===== config.mk =====
export PLATFORM = sky130hd
export DESIGN_NAME = trivium_seed_collector
export DESIGN_NICKNAME = d
export VERILOG_FILES = /design/src/rtl/trivium_seed_collector_pkg.sv /design/src/rtl/trivium_seed_collector_vn_extractor.sv /design/src/rtl/trivium_seed_collector.sv
export SDC_FILE = /design/constraint.sdc
export NUM_CORES = 1
export LEC_CHECK = 0
export CAP_MARGIN = 25
export CORE_MARGIN = 2
export CORE_UTILIZATION = 51
export DETAILED_ROUTE_END_ITERATION = 10
export PLACE_DENSITY = 0.79
export SYNTH_ARGS = -nofsm -noshare
export SYNTH_HDL_FRONTEND = slang
export SYNTH_SLANG_ARGS = --single-unit
export TNS_END_PERCENT = 100

===== constraint.sdc =====
create_clock -name clk -period 3.45 [get_ports clk]
set_input_delay 0.5175 -clock clk [delete_from_list [all_inputs] [get_ports clk]]
set_output_delay 0.5175 -clock clk [all_outputs]
set_load 0.05 [all_outputs]

===== src/rtl/trivium_seed_collector_pkg.sv =====
// Shared definitions for the Trivium seed collector.
//   params   : default key/IV widths and the repetition-count limit.
//   le_types : state encoding of the seed collection FSM.
// No ports; these packages hold only constants and types.

package params;
    localparam int KEY_WIDTH = 80;
    localparam int IV_WIDTH  = 80;
    localparam int RCT_LIMIT = 32;
endpackage

package le_types;
    typedef enum logic [1:0] {
        COLLECT_KEY = 2'd0,
        COLLECT_IV  = 2'd1,
        HOLD        = 2'd2,
        FAIL        = 2'd3
    } seed_fsm_t;
endpackage


===== src/rtl/trivium_seed_collector_vn_extractor.sv =====
// Von Neumann debiaser. The first bit of each pair is latched and the pair
// flag set; the second bit closes the pair. Pair 01 emits 0 and pair 10
// emits 1 (the latched first bit). Pairs 00 and 11 emit nothing.
// Ports:
//   clk, rst   : clock, synchronous active-high reset
//   raw_bit    : raw entropy bit
//   raw_valid  : raw_bit is valid this cycle
//   flush      : hold the pair flag at 0 and suppress output
//   out_bit    : debiased bit
//   out_valid  : out_bit is valid this cycle (combinational from pair state)
// The output is combinational so the collector can store the bit on the
// same edge that completes the pair.

module vn_extractor (
    input  logic clk,
    input  logic rst,
    input  logic raw_bit,
    input  logic raw_valid,
    input  logic flush,
    output logic out_bit,
    output logic out_valid
);

    logic pair_r;
    logic first_r;

    // Emit a bit when a valid beat completes a pair of differing bits.
    always_comb begin
        out_bit   = first_r;
        out_valid = 1'b0;
        if (raw_valid && pair_r && !flush && (raw_bit != first_r)) begin
            out_valid = 1'b1;
        end else begin
            out_valid = 1'b0;
        end
    end

    // Pair flag and first-bit latch.
    always_ff @(posedge clk) begin
        if (rst) begin
            pair_r  <= 1'b0;
            first_r <= 1'b0;
        end else if (flush) begin
            pair_r  <= 1'b0;
        end else if (raw_valid) begin
            if (!pair_r) begin
                first_r <= raw_bit;
                pair_r  <= 1'b1;
            end else begin
                pair_r  <= 1'b0;
            end
        end else begin
            pair_r  <= pair_r;
        end
    end

endmodule


===== src/rtl/trivium_seed_collector.sv =====
// Seed collector feeding the Trivium keystream stage. Raw TRNG bits are
// debiased, packed LSB-first into a key then an IV, and the completed seed
// is offered with a valid/ready handshake. A repetition-count health test
// on the raw stream latches a sticky failure and parks the FSM in FAIL.
// Ports:
//   clk, rst    : clock, synchronous active-high reset
//   raw_bit     : raw entropy bit
//   raw_valid   : raw_bit is valid this cycle
//   seed_ready  : consumer accepts the seed
//   seed_valid  : key_/iv_ hold a complete seed
//   key_        : collected key (KEY_WIDTH bits)
//   iv_         : collected IV (IV_WIDTH bits)
//   health_fail : sticky source-failure flag

module trivium_seed_collector #(
    parameter int KEY_WIDTH = params::KEY_WIDTH,
    parameter int IV_WIDTH  = params::IV_WIDTH,
    parameter int RCT_LIMIT = params::RCT_LIMIT
) (
    input  logic                 clk,
    input  logic                 rst,
    input  logic                 raw_bit,
    input  logic                 raw_valid,
    input  logic                 seed_ready,
    output logic                 seed_valid,
    output logic [KEY_WIDTH-1:0] key_,
    output logic [IV_WIDTH-1:0]  iv_,
    output logic                 health_fail
);

    import le_types::*;

    localparam int MAX_W = (KEY_WIDTH > IV_WIDTH) ? KEY_WIDTH : IV_WIDTH;
    localparam int CNT_W = $clog2(MAX_W + 1);
    localparam int RUN_W = $clog2(RCT_LIMIT + 1);

    seed_fsm_t              state_r;
    logic [CNT_W-1:0]       cnt_r;
    logic [KEY_WIDTH-1:0]   key_r;
    logic [IV_WIDTH-1:0]    iv_r;
    logic                   seed_valid_r;
    logic                   health_fail_r;
    logic [RUN_W-1:0]       run_len_r;
    logic                   prev_bit_r;

    logic                   ext_bit_s;
    logic                   ext_valid_s;
    logic                   flush_s;
    logic                   health_active_s;
    logic [RUN_W-1:0]       run_next_s;
    logic                   fail_now_s;

    // Pairing is frozen while a seed is held or the source has failed.
    always_comb begin
        flush_s = 1'b0;
        if ((state_r == HOLD) || (state_r == FAIL)) begin
            flush_s = 1'b1;
        end else begin
            flush_s = 1'b0;
        end
    end

    vn_extractor u_vn_extractor (
        .clk       (clk),
        .rst       (rst),
        .raw_bit   (raw_bit),
        .raw_valid (raw_valid),
        .flush     (flush_s),
        .out_bit   (ext_bit_s),
        .out_valid (ext_valid_s)
    );

    // Repetition-count test: a zero run length marks "no previous bit".
    always_comb begin
        health_active_s = raw_valid && (state_r != FAIL);
        run_next_s      = run_len_r;
        fail_now_s      = 1'b0;
        if (health_active_s) begin
            if ((run_len_r == RUN_W'(0)) || (raw_bit != prev_bit_r)) begin
                run_next_s = RUN_W'(1);
            end else if (run_len_r == RUN_W'(RCT_LIMIT)) begin
                run_next_s = run_len_r;
            end else begin
                run_next_s = run_len_r + RUN_W'(1);
            end
            fail_now_s = (run_next_s == RUN_W'(RCT_LIMIT));
        end else begin
            run_next_s = run_len_r;
            fail_now_s = 1'b0;
        end
    end

    // Health-test history.
    always_ff @(posedge clk) begin
        if (rst) begin
            run_len_r  <= RUN_W'(0);
            prev_bit_r <= 1'b0;
        end else if (health_active_s) begin
            run_len_r  <= run_next_s;
            prev_bit_r <= raw_bit;
        end else begin
            run_len_r  <= run_len_r;
        end
    end

    // Collection FSM; a health failure takes priority over any bit write
    // or handshake on the same edge.
    always_ff @(posedge clk) begin
        if (rst) begin
            state_r       <= COLLECT_KEY;
            cnt_r         <= CNT_W'(0);
            key_r         <= {KEY_WIDTH{1'b0}};
            iv_r          <= {IV_WIDTH{1'b0}};
            seed_valid_r  <= 1'b0;
            health_fail_r <= 1'b0;
        end else if (fail_now_s) begin
            state_r       <= FAIL;
            seed_valid_r  <= 1'b0;
            health_fail_r <= 1'b1;
        end else begin
            case (state_r)
                COLLECT_KEY: begin
                    if (ext_valid_s) begin
                        key_r[cnt_r] <= ext_bit_s;
                        if (cnt_r == CNT_W'(KEY_WIDTH - 1)) begin
                            state_r <= COLLECT_IV;
                            cnt_r   <= CNT_W'(0);
                        end else begin
                            cnt_r   <= cnt_r + CNT_W'(1);
                        end
                    end else begin
                        cnt_r <= cnt_r;
                    end
                end
                COLLECT_IV: begin
                    if (ext_valid_s) begin
                        iv_r[cnt_r] <= ext_bit_s;
                        if (cnt_r == CNT_W'(IV_WIDTH - 1)) begin
                            state_r      <= HOLD;
                            cnt_r        <= CNT_W'(0);
                            seed_valid_r <= 1'b1;
                        end else begin
                            cnt_r        <= cnt_r + CNT_W'(1);
                        end
                    end else begin
                        cnt_r <= cnt_r;
                    end
                end
                HOLD: begin
                    if (seed_ready) begin
                        state_r      <= COLLECT_KEY;
                        cnt_r        <= CNT_W'(0);
                        seed_valid_r <= 1'b0;
                    end else begin
                        seed_valid_r <= 1'b1;
                    end
                end
                FAIL: begin
                    seed_valid_r <= 1'b0;
                end
                default: begin
                    state_r      <= FAIL;
                    seed_valid_r <= 1'b0;
                end
            endcase
        end
    end

    assign seed_valid  = seed_valid_r;
    assign key_        = key_r;
    assign iv_         = iv_r;
    assign health_fail = health_fail_r;

endmodule


Word-level counts from Yosys, hierarchy flattened
Cells that the tools add are included.
Operators by class
  add/sub/neg operators: 2
  order comparisons: 2
  eq/ne operators: 18
  multiplexer cells: 26
  bitwise gates (word level): 3
  reduce and logical (&&, ||, !) cells: 22
Operators by type and width (number)
  $bwmux 80: 2
  $mux 7: 3
  $mux 6: 3
  $ne 3x3->1 const B: 5
  $pmux 7 s2: 1
  $eq 6x6->1 const B: 2
  $mux 2: 6
  $reduce_and 3->1: 4
  $lt 7x8->1 const B: 1
  $mux 1: 8
  $ne 2x2->1 const B: 4
  $add 7x1->7 const B: 1
  $demux 1 s7: 1
  $eq 7x7->1 const B: 1
  $ge 7x1->1 const B: 1
  $add 6x1->6 const B: 1
  $logic_not 6->1: 1
  $pmux 2 s3: 1
  $reduce_and 6->1: 1
  $reduce_or 2->1: 3
  $logic_and 1x1->1: 5
  $eq 2x2->1 const B: 2
  $reduce_and 4->1: 1
  $reduce_bool 4->1: 1
  other kinds (10): 14
Storage, ports and cells
  register bits: 180
  input port bits: 5
  output and inout bits: 162
  word-level logic and storage cells: 83

Logic depth before layout (Yosys ltp)
Gate-level depths: netlist (run 1).
  depth after elaboration: 10
  depth in mapped cells: 11
  mapped depth without buffers: 8

Hierarchy
Synthesis (run 1) repeated with hierarchy kept, for this count alone.
Unflattened totals
  cell total of the unflattened synthesis: 1121
  area, all modules: 9580.4 µm²
Modules (own cells, without submodules)
  trivium_seed_collector: instances 1, cells each 1111, area an instance 9470.3 µm², sequential area each 3563.4 µm²
  vn_extractor: instances 1, cells each 10, area an instance 110.1 µm², sequential area each 40.0 µm²

Worst setup path after synthesis (run 1)
OpenSTA, ideal clock, no wires.
  path kind: register to register
  start: register run_len_r[0]
  end: register state_r[0]
  setup time: 0.095 ns
  data arrival time: 2.523 ns
  required time: 3.355 ns
  setup slack: 0.832 ns
  stages on the path, launching flop included: 11
  buffers on the path: 2
  cells stage by stage: dfxtp_1 inv_1 ha_1 or3b_1 nor4_1 a22o_1 buf_6 nand2_1 buf_2 a21o_1 a221oi_1
Between the ends
  longest elaborated chain between the ends: 8
Ends and longest elaborated chain
  start, declared: line trivium_seed_collector.sv:43  | logic [RUN_W-1:0] run_len_r;
  start signal, assigned: line trivium_seed_collector.sv:99  | run_len_r <= run_next_s;
  start signal, assigned: line trivium_seed_collector.sv:102  | run_len_r <= run_len_r;
  $add 6x1->6, or another cell as far along: line trivium_seed_collector.sv:84  | run_next_s = run_len_r + RUN_W'(1);
  $mux 6 or $logic_or 1x1->1 (tied branches): line trivium_seed_collector.sv:81, trivium_seed_collector.sv:79
  $mux 6 *: line trivium_seed_collector.sv:79  | if ((run_len_r == RUN_W'(0)) || (raw_bit != prev_bit_r)) begin
  $mux 6 *: line trivium_seed_collector.sv:78  | if (health_active_s) begin
  $eq 6x6->1 *: line trivium_seed_collector.sv:86  | fail_now_s = (run_next_s == RUN_W'(RCT_LIMIT));
  $mux 1 *: line trivium_seed_collector.sv:78
  $ne 3x3->1 (no line) or $reduce_bool 4->1 (tied branches)
  $reduce_and 6->1 (no line)
  end signal, assigned: line trivium_seed_collector.sv:110  | state_r <= COLLECT_KEY;
  end signal, assigned: line trivium_seed_collector.sv:117  | state_r <= FAIL;
  end signal, assigned: line trivium_seed_collector.sv:126  | state_r <= COLLECT_IV;
  end, declared: line trivium_seed_collector.sv:37  | seed_fsm_t state_r;
Mark *: on every way between the ends. The rest lies on a longest branch, timed or not. The select of a mux whose other input is x is not followed.
A chain may end at the register's enable or synchronous reset.

Worst setup path in the final report (run 1)
  start: register run_len_r[0]
  end: register iv_r[11] (netlist: iv_[11])
Between the ends
  longest elaborated chain between the ends: 8
Ends and longest elaborated chain
  $add 6x1->6, or another cell as far along: line trivium_seed_collector.sv:84
  $mux 6 or $logic_or 1x1->1 (tied branches): line trivium_seed_collector.sv:81, trivium_seed_collector.sv:79
  $mux 6 *: line trivium_seed_collector.sv:79
  $mux 6 *: line trivium_seed_collector.sv:78
  $eq 6x6->1 *: line trivium_seed_collector.sv:86
  $mux 1 *: line trivium_seed_collector.sv:78
  $not 1->1 (no line) *
  $reduce_and 3->1 (no line) *
  end signal, assigned: line trivium_seed_collector.sv:113  | iv_r <= {IV_WIDTH{1'b0}};
  end signal, assigned by index: line trivium_seed_collector.sv:137  | iv_r[cnt_r] <= ext_bit_s;
  end, declared: line trivium_seed_collector.sv:40  | logic [IV_WIDTH-1:0] iv_r;
Marked as above.

==> out/metrics.cfg, run 1 <==
[sta]
fmax_ghz=0.322
period_share_pct=90.1
clock_skew_ns=0.00809
drv_slew=0
slew_headroom_pct=36.5
finalSetupViolations=0
hold_viol=0
tightestPinTransition_ns=0.953
tns_ns=0
min_period_ns=3.11
rsz0062_at_grt=no

[cts]
holdBufCountCts=0
cts.sinks=180
cts_tree=yes
cts_setup_buffers=0
cts_buffer_depth=2
htree_levels=4
ctsResizeCount=0
clk_pin_slew_ns=0.06
numCtsBuffers=17
insertion_delay_ns=0.44
root_buffer=clkbuf_16

[critical_path]
critPathCaptureType=register
cp_max_fo=16
worstPathRequired_ns=3.82
worstPathArrival_ns=3.48
cp-start-kind=register
critPathKind=register to register

[logic_synthesis]
muxShareOfSynthArea_pct=0.127
synth-simple-area-share_pct=17.5
syn_area_per_cell_um2=8.41
synth_cell_type_count=54
synthCells=936
synthArstFlopShare_pct=0
synth_ff_type=dfxtp_1
synthAdderAreaFrac_pct=1.27
netlist_area_um2=7870
synth_xor_area_share_pct=0.652
synth_warnings=0
synth_top_family_by_area=compound AO/OA/AOI/OAI gates
synth_fp_nets=949
synth_compound_area_share_pct=29.3
ys_seq_elements=180
yosysSeqAreaShare_pct=45.8
synth-edff-count=0

[layout]
seqCellArea_um2=3610
fillers=1189
fin_nets=1094
multi_input_area_um2=3850
areaGrowthSynthToFinish_pct=31.9
final_common_cell=dfxtp_1
layoutNonFillerInstCount=1281
n_antenna_cell=0
drive_gt1_share_pct=8.14
final_cell_mix=dfxtp_1 (179), clkdlybuf4s50_1 (165), nand3_1 (145)

[routing]
vias=8216
wl_per_cell_um=20.1
drc=0
first_iter_violations=1102
via_per_inst=6.41
final_antenna_net_count=0
wl_um=25700
first_pass_iters=5

[placement]
post-dp-hpwl_um=16500
portBuffers=166
routabilityCongestion=0.916
dpl.cell_count=1250

[global_routing]
antenna_found_initial=0
grtUsageTotal_pct=30.5
grt_max_degree=87
grt-ovfl-total=0
grt_pass1_vias=7427
grt_pass1_wl_um=39600

[die]
fp.dieW_um=128
initial_core_util_pct=52.0
rows=45
core_area_um2=15100
io_pins=167
dieArea_um2=16400
die_h_um=128

[power_and_ir_drop]
pwr_density_cell_nw_per_um2=494
leakagePower_nw=3.23
ir_drop_mv=0.392

[status]
status=completed

[job]
maxCapViolations=0

[worst_hold_path]
hold_class=register to register

-- worst paths after layout --
kind,from,to,slack [ns],cells past startpoint
worst max-delay path,run_len_r[0]$_SDFFE_PP0P_,iv_[11]$_SDFFE_PP0P_,0.34,8
worst min-delay path,key_[17]$_SDFFE_PP0P_,key_[17]$_SDFFE_PP0P_,0.47,2
worst max register to register,run_len_r[0]$_SDFFE_PP0P_,iv_[11]$_SDFFE_PP0P_,0.34,8
worst min register to register,key_[17]$_SDFFE_PP0P_,key_[17]$_SDFFE_PP0P_,0.47,2
-- critical path, stage by stage, from the launching register on --
cell,delay (ns)
dfxtp_1,0.43
inv_1,0.11
ha_1,0.32
or3b_1,0.40
nor4_1,0.35
a22o_1,0.38
a2111o_1,0.67
o21ai_0,0.22
a21oi_1,0.16
-- kinds of logic after synthesis --
group	Yosys count
AO/OA/AOI/OAI	376
XOR/XNOR	5
adder cells (fa/ha/maj)	8
buffers and inverters	88
flip-flops	180
multiplexers	1
AND/OR/NAND/NOR	278
-- per-layer routing --
| metal | GRT usage (%) | up-vias | wire length (um) |
|---|---|---|---|
| met2 | 46.4 | 494 | 11900 |
| met1 | 42.6 | 3869 | 10600 |
| met5 | 0 | - | 0 |
| met3 | 4.72 | 65 | 2470 |
| li1 | - | 3788 | - |
| met4 | 14.1 | 0 | 803 |
-- area by class of cell --
| cell class | count | area share [%] |
|---|---|---|
| Clock inverter | 11 | 2.13 |
| Multi-Input combinational cell | 668 | 37.1 |
| Tap cell | 188 | 2.26 |
| Inverter | 8 | 0.289 |
| Sequential cell | 180 | 34.7 |
| Clock buffer | 20 | 4.49 |
| Timing Repair Buffer | 206 | 19.0 |
-- state kept, by name, indices dropped and copies added (netlist names) --
register and cells:
run_len_r 6, iv_ 80, u_vn_extractor.pair_r 1, key_ 80, seed_valid 1, cnt_r 7
u_vn_extractor.out_bit 1, prev_bit_r 1, state_r 2, health_fail 1
-- cells in the mapped netlist (2+ instances only) --
cell         n  share of area, %
o21ai_0     99               6.3
a221oi_1     2              0.22
o2111ai_1    4              0.44
o21ai_1     41               2.6
dfxtp_1    180                46
nand2b_1     5              0.40
nand3_1    145               9.2
or4_1        2              0.19
buf_1        3              0.14
a31oi_1     33               2.6
xnor2_1      2              0.22
nor3_1      12              0.76
buf_2        9              0.57
o41ai_1      2              0.22
or3_1        4              0.32
clkbuf_1    59               2.8
nor3b_1      2              0.19
nand4_1      4              0.32
ha_1         8               1.3
a2111o_1     3              0.43
a2111oi_4    7               2.4
xor2_1       2              0.22
nor4_1       3              0.24
and3_1       2              0.16
buf_6        8               1.1
nand2_1     31               1.5
nor2b_1      7              0.56
inv_1        7              0.33
a21oi_1    142               9.0
and2_1       6              0.48
nor2_1      48               2.3
a311oi_1    32               3.6
-- metrics by stage --
stage          util [%]  cell area [um^2]  setup WS, ns  hold WS, ns  total power, mW
2_1_floorplan         -              7870         0.832        0.477             2.72
3_3_place_gp       64.0              9700         0.318        0.454             2.89
3_5_place_dp       64.0              9700         0.252        0.464             2.91
4_1_cts            68.6             10400         0.354        0.472             5.12
5_1_grt            68.6             10400         0.110        0.499             5.29
6_report           68.6             10400         0.340        0.472             5.13
-- power by group --
part | switching, mW | internal, mW
registers | 0.0330 | 2.11
logic | 0.544 | 0.199
clock network | 0.833 | 1.42
Note: power is estimated with default switching activity, not from simulation.
==> inputs of run 2 (changes only) <==
CELL_PAD_IN_SITES_DETAIL_PLACEMENT = 0   (was unset)
CELL_PAD_IN_SITES_GLOBAL_PLACEMENT = 1   (was unset)
CORE_UTILIZATION = 38   (was 51)
PLACE_DENSITY = 0.76   (was 0.79)
REMOVE_ABC_BUFFERS = 1   (was unset)
==> run 2 against run 1 <==
Global-route usage shrank 5.6 points; critical path depth unchanged; highest routed layer unchanged; largest power group is now registers; critical endpoint is now key_[2]$_SDFFE_PP0P_; setup slack got worse by 0.072 ns; sequential cell count did not move; first-iteration DRC count fell by 41%.
==> out/metrics.cfg, run 2 (same netlist as run 1, synthesis figures left out) <==
[critical_path]
worstPathRequired_ns=3.81
crit_chain=inv_1 > ha_1 > or3b_1 > nor4_1 > a22o_1 > a2111o_1 > o21ai_0 > a21oi_1
r2r-end=key_[2]$_SDFFE_PP0P_
worstPathArrival_ns=3.54
cp_max_fo=16
cpLargestDelayFamily=compound AO/OA/AOI/OAI gates
slowest_delay_ns=0.72
r2r_cells=8
rrSetupSlack_ns=0.27
rr_startpoint=run_len_r[0]$_SDFFE_PP0P_
critPathKind=register to register
crit_slowest_cell=a2111o_1
cp-start-kind=register
worst-path-buf-inv=1
critPathCaptureType=register

[power_and_ir_drop]
ir_drop_mv=0.348
pwr_density_cell_nw_per_um2=467
p_total_mw=4.88
leakagePower_nw=3.21

[worst_hold_path]
whs_path_depth=2
hold_class=register to register
hold_start=iv_[1]$_SDFFE_PP0P_
hold_path_end=iv_[1]$_SDFFE_PP0P_

[layout]
multi_input_area_um2=3850
final_common_cell=dfxtp_1
fin_nets=1096
n_antenna_cell=0
fillers=1973
final_cell_mix=dfxtp_1 (179), clkdlybuf4s50_1 (165), nand3_1 (145)
drive_gt1_share_pct=8.39
seqCellArea_um2=3610
areaGrowthSynthToFinish_pct=32.7

[global_routing]
grt_max_degree=111
grtUsageTotal_pct=24.8
grt_pass1_vias=7485
antenna_found_initial=0
grt_pass1_wl_um=42900
grt-ovfl-total=0

[routing]
wl_um=27300
first_iter_violations=653
vias=7837
via_per_inst=5.74
wl_per_cell_um=20.0
drc=0
final_antenna_net_count=0
first_pass_iters=7

[sta]
rsz0062_at_grt=no
whs_ns=0.474
min_period_ns=3.18
period_share_pct=92.2
finalSetupViolations=0
slew_headroom_pct=26.9
fmax_ghz=0.314
tightestPinTransition_ns=1.10
clock_skew_ns=0.0150
hold_viol=0
drv_slew=0

[placement]
portBuffers=166
routabilityCongestion=0.885
post-dp-hpwl_um=17600

[cts]
cts_buffer_depth=2
ctsResizeCount=0
clk_pin_slew_ns=0.07
cts.sinks=180
htree_levels=4
numCtsBuffers=17
cts_setup_buffers=0
cts_tree=yes
root_buffer=clkbuf_16
holdBufCountCts=0
insertion_delay_ns=0.44

[die]
dieArea_um2=21900
initial_core_util_pct=38.8
core_area_um2=20300
rows=52
io_pins=167
fp.dieW_um=148
die_h_um=148

[status]
status=completed

[job]
maxCapViolations=0

==> run 2: changes by cell type in the layout (fill, tap and decap cells not counted), sizes merged <==
cell	delta
bufinv	-5
inv	+5
clkinv	+5
buf	+2
clkinvlp	-1
clkbuf	-3
==> run 2: worst max-delay path by stage <==
stage,end,slack [ns],cells past startpoint,from
detailed placement,key_[40]$_SDFFE_PP0P_,0.04,7,raw_bit
global route,key_[11]$_SDFFE_PP0P_,0.01,8,run_len_r[0]$_SDFFE_PP0P_
finish,key_[2]$_SDFFE_PP0P_,0.27,8,run_len_r[0]$_SDFFE_PP0P_
CTS,iv_[19]$_SDFFE_PP0P_,0.26,8,run_len_r[0]$_SDFFE_PP0P_
global placement,key_[24]$_SDFFE_PP0P_,0.07,7,raw_bit
floorplan,key_[0]$_SDFFE_PP0P_,-0.78,5,u_vn_extractor.out_bit$_SDFFE_PP0P_
==> run 2: power by group <==
group / leakage [nW] / internal, mW / total (mW) / switching [mW]
sequential: 1.45 / 2.11 / 2.15 / 0.0474
combinational: 1.47 / 0.216 / 0.768 / 0.552
clock: 0.290 / 1.03 / 1.96 / 0.927
==> run 2: tightest hold or removal path: stages (launching register included) <==
cell and delay [ns]:
dfxtp_1 0.31, o21ai_0 0.06, a21oi_1 0.06
==> run 2: metrics by stage <==
stage	setup slack, ns	TNS, ns	utilization (%)	instance area, um^2	instances
4_1_cts	0.255	0	51.3	10400	1365
5_1_grt	0.00953	0	51.5	10500	1366
2_1_floorplan	-0.783	-115.70	-	7490	856
6_report	0.268	0	51.5	10500	1366
3_5_place_dp	0.0365	0	48.4	9830	1333
3_3_place_gp	0.0735	0	48.4	9830	1333
==> run 2: routing by layer <==
layer	share of wire [%]	wire [um]	track usage [%]
met1	47	12800	35.1
met2	45	12400	38.6
met3	5.9	1620	5.09
met4	1.5	405	6.90
met5	0	0	0
==> run 2: cell type report <==
cell class / instances / area share [%]
multi-input cells: 668 / 36.9
inverters: 8 / 0.287
flip-flops and latches: 180 / 34.5
well taps: 270 / 3.23
clock buffers: 17 / 4.07
clock inverters: 15 / 1.57
repair buffers: 208 / 19.4
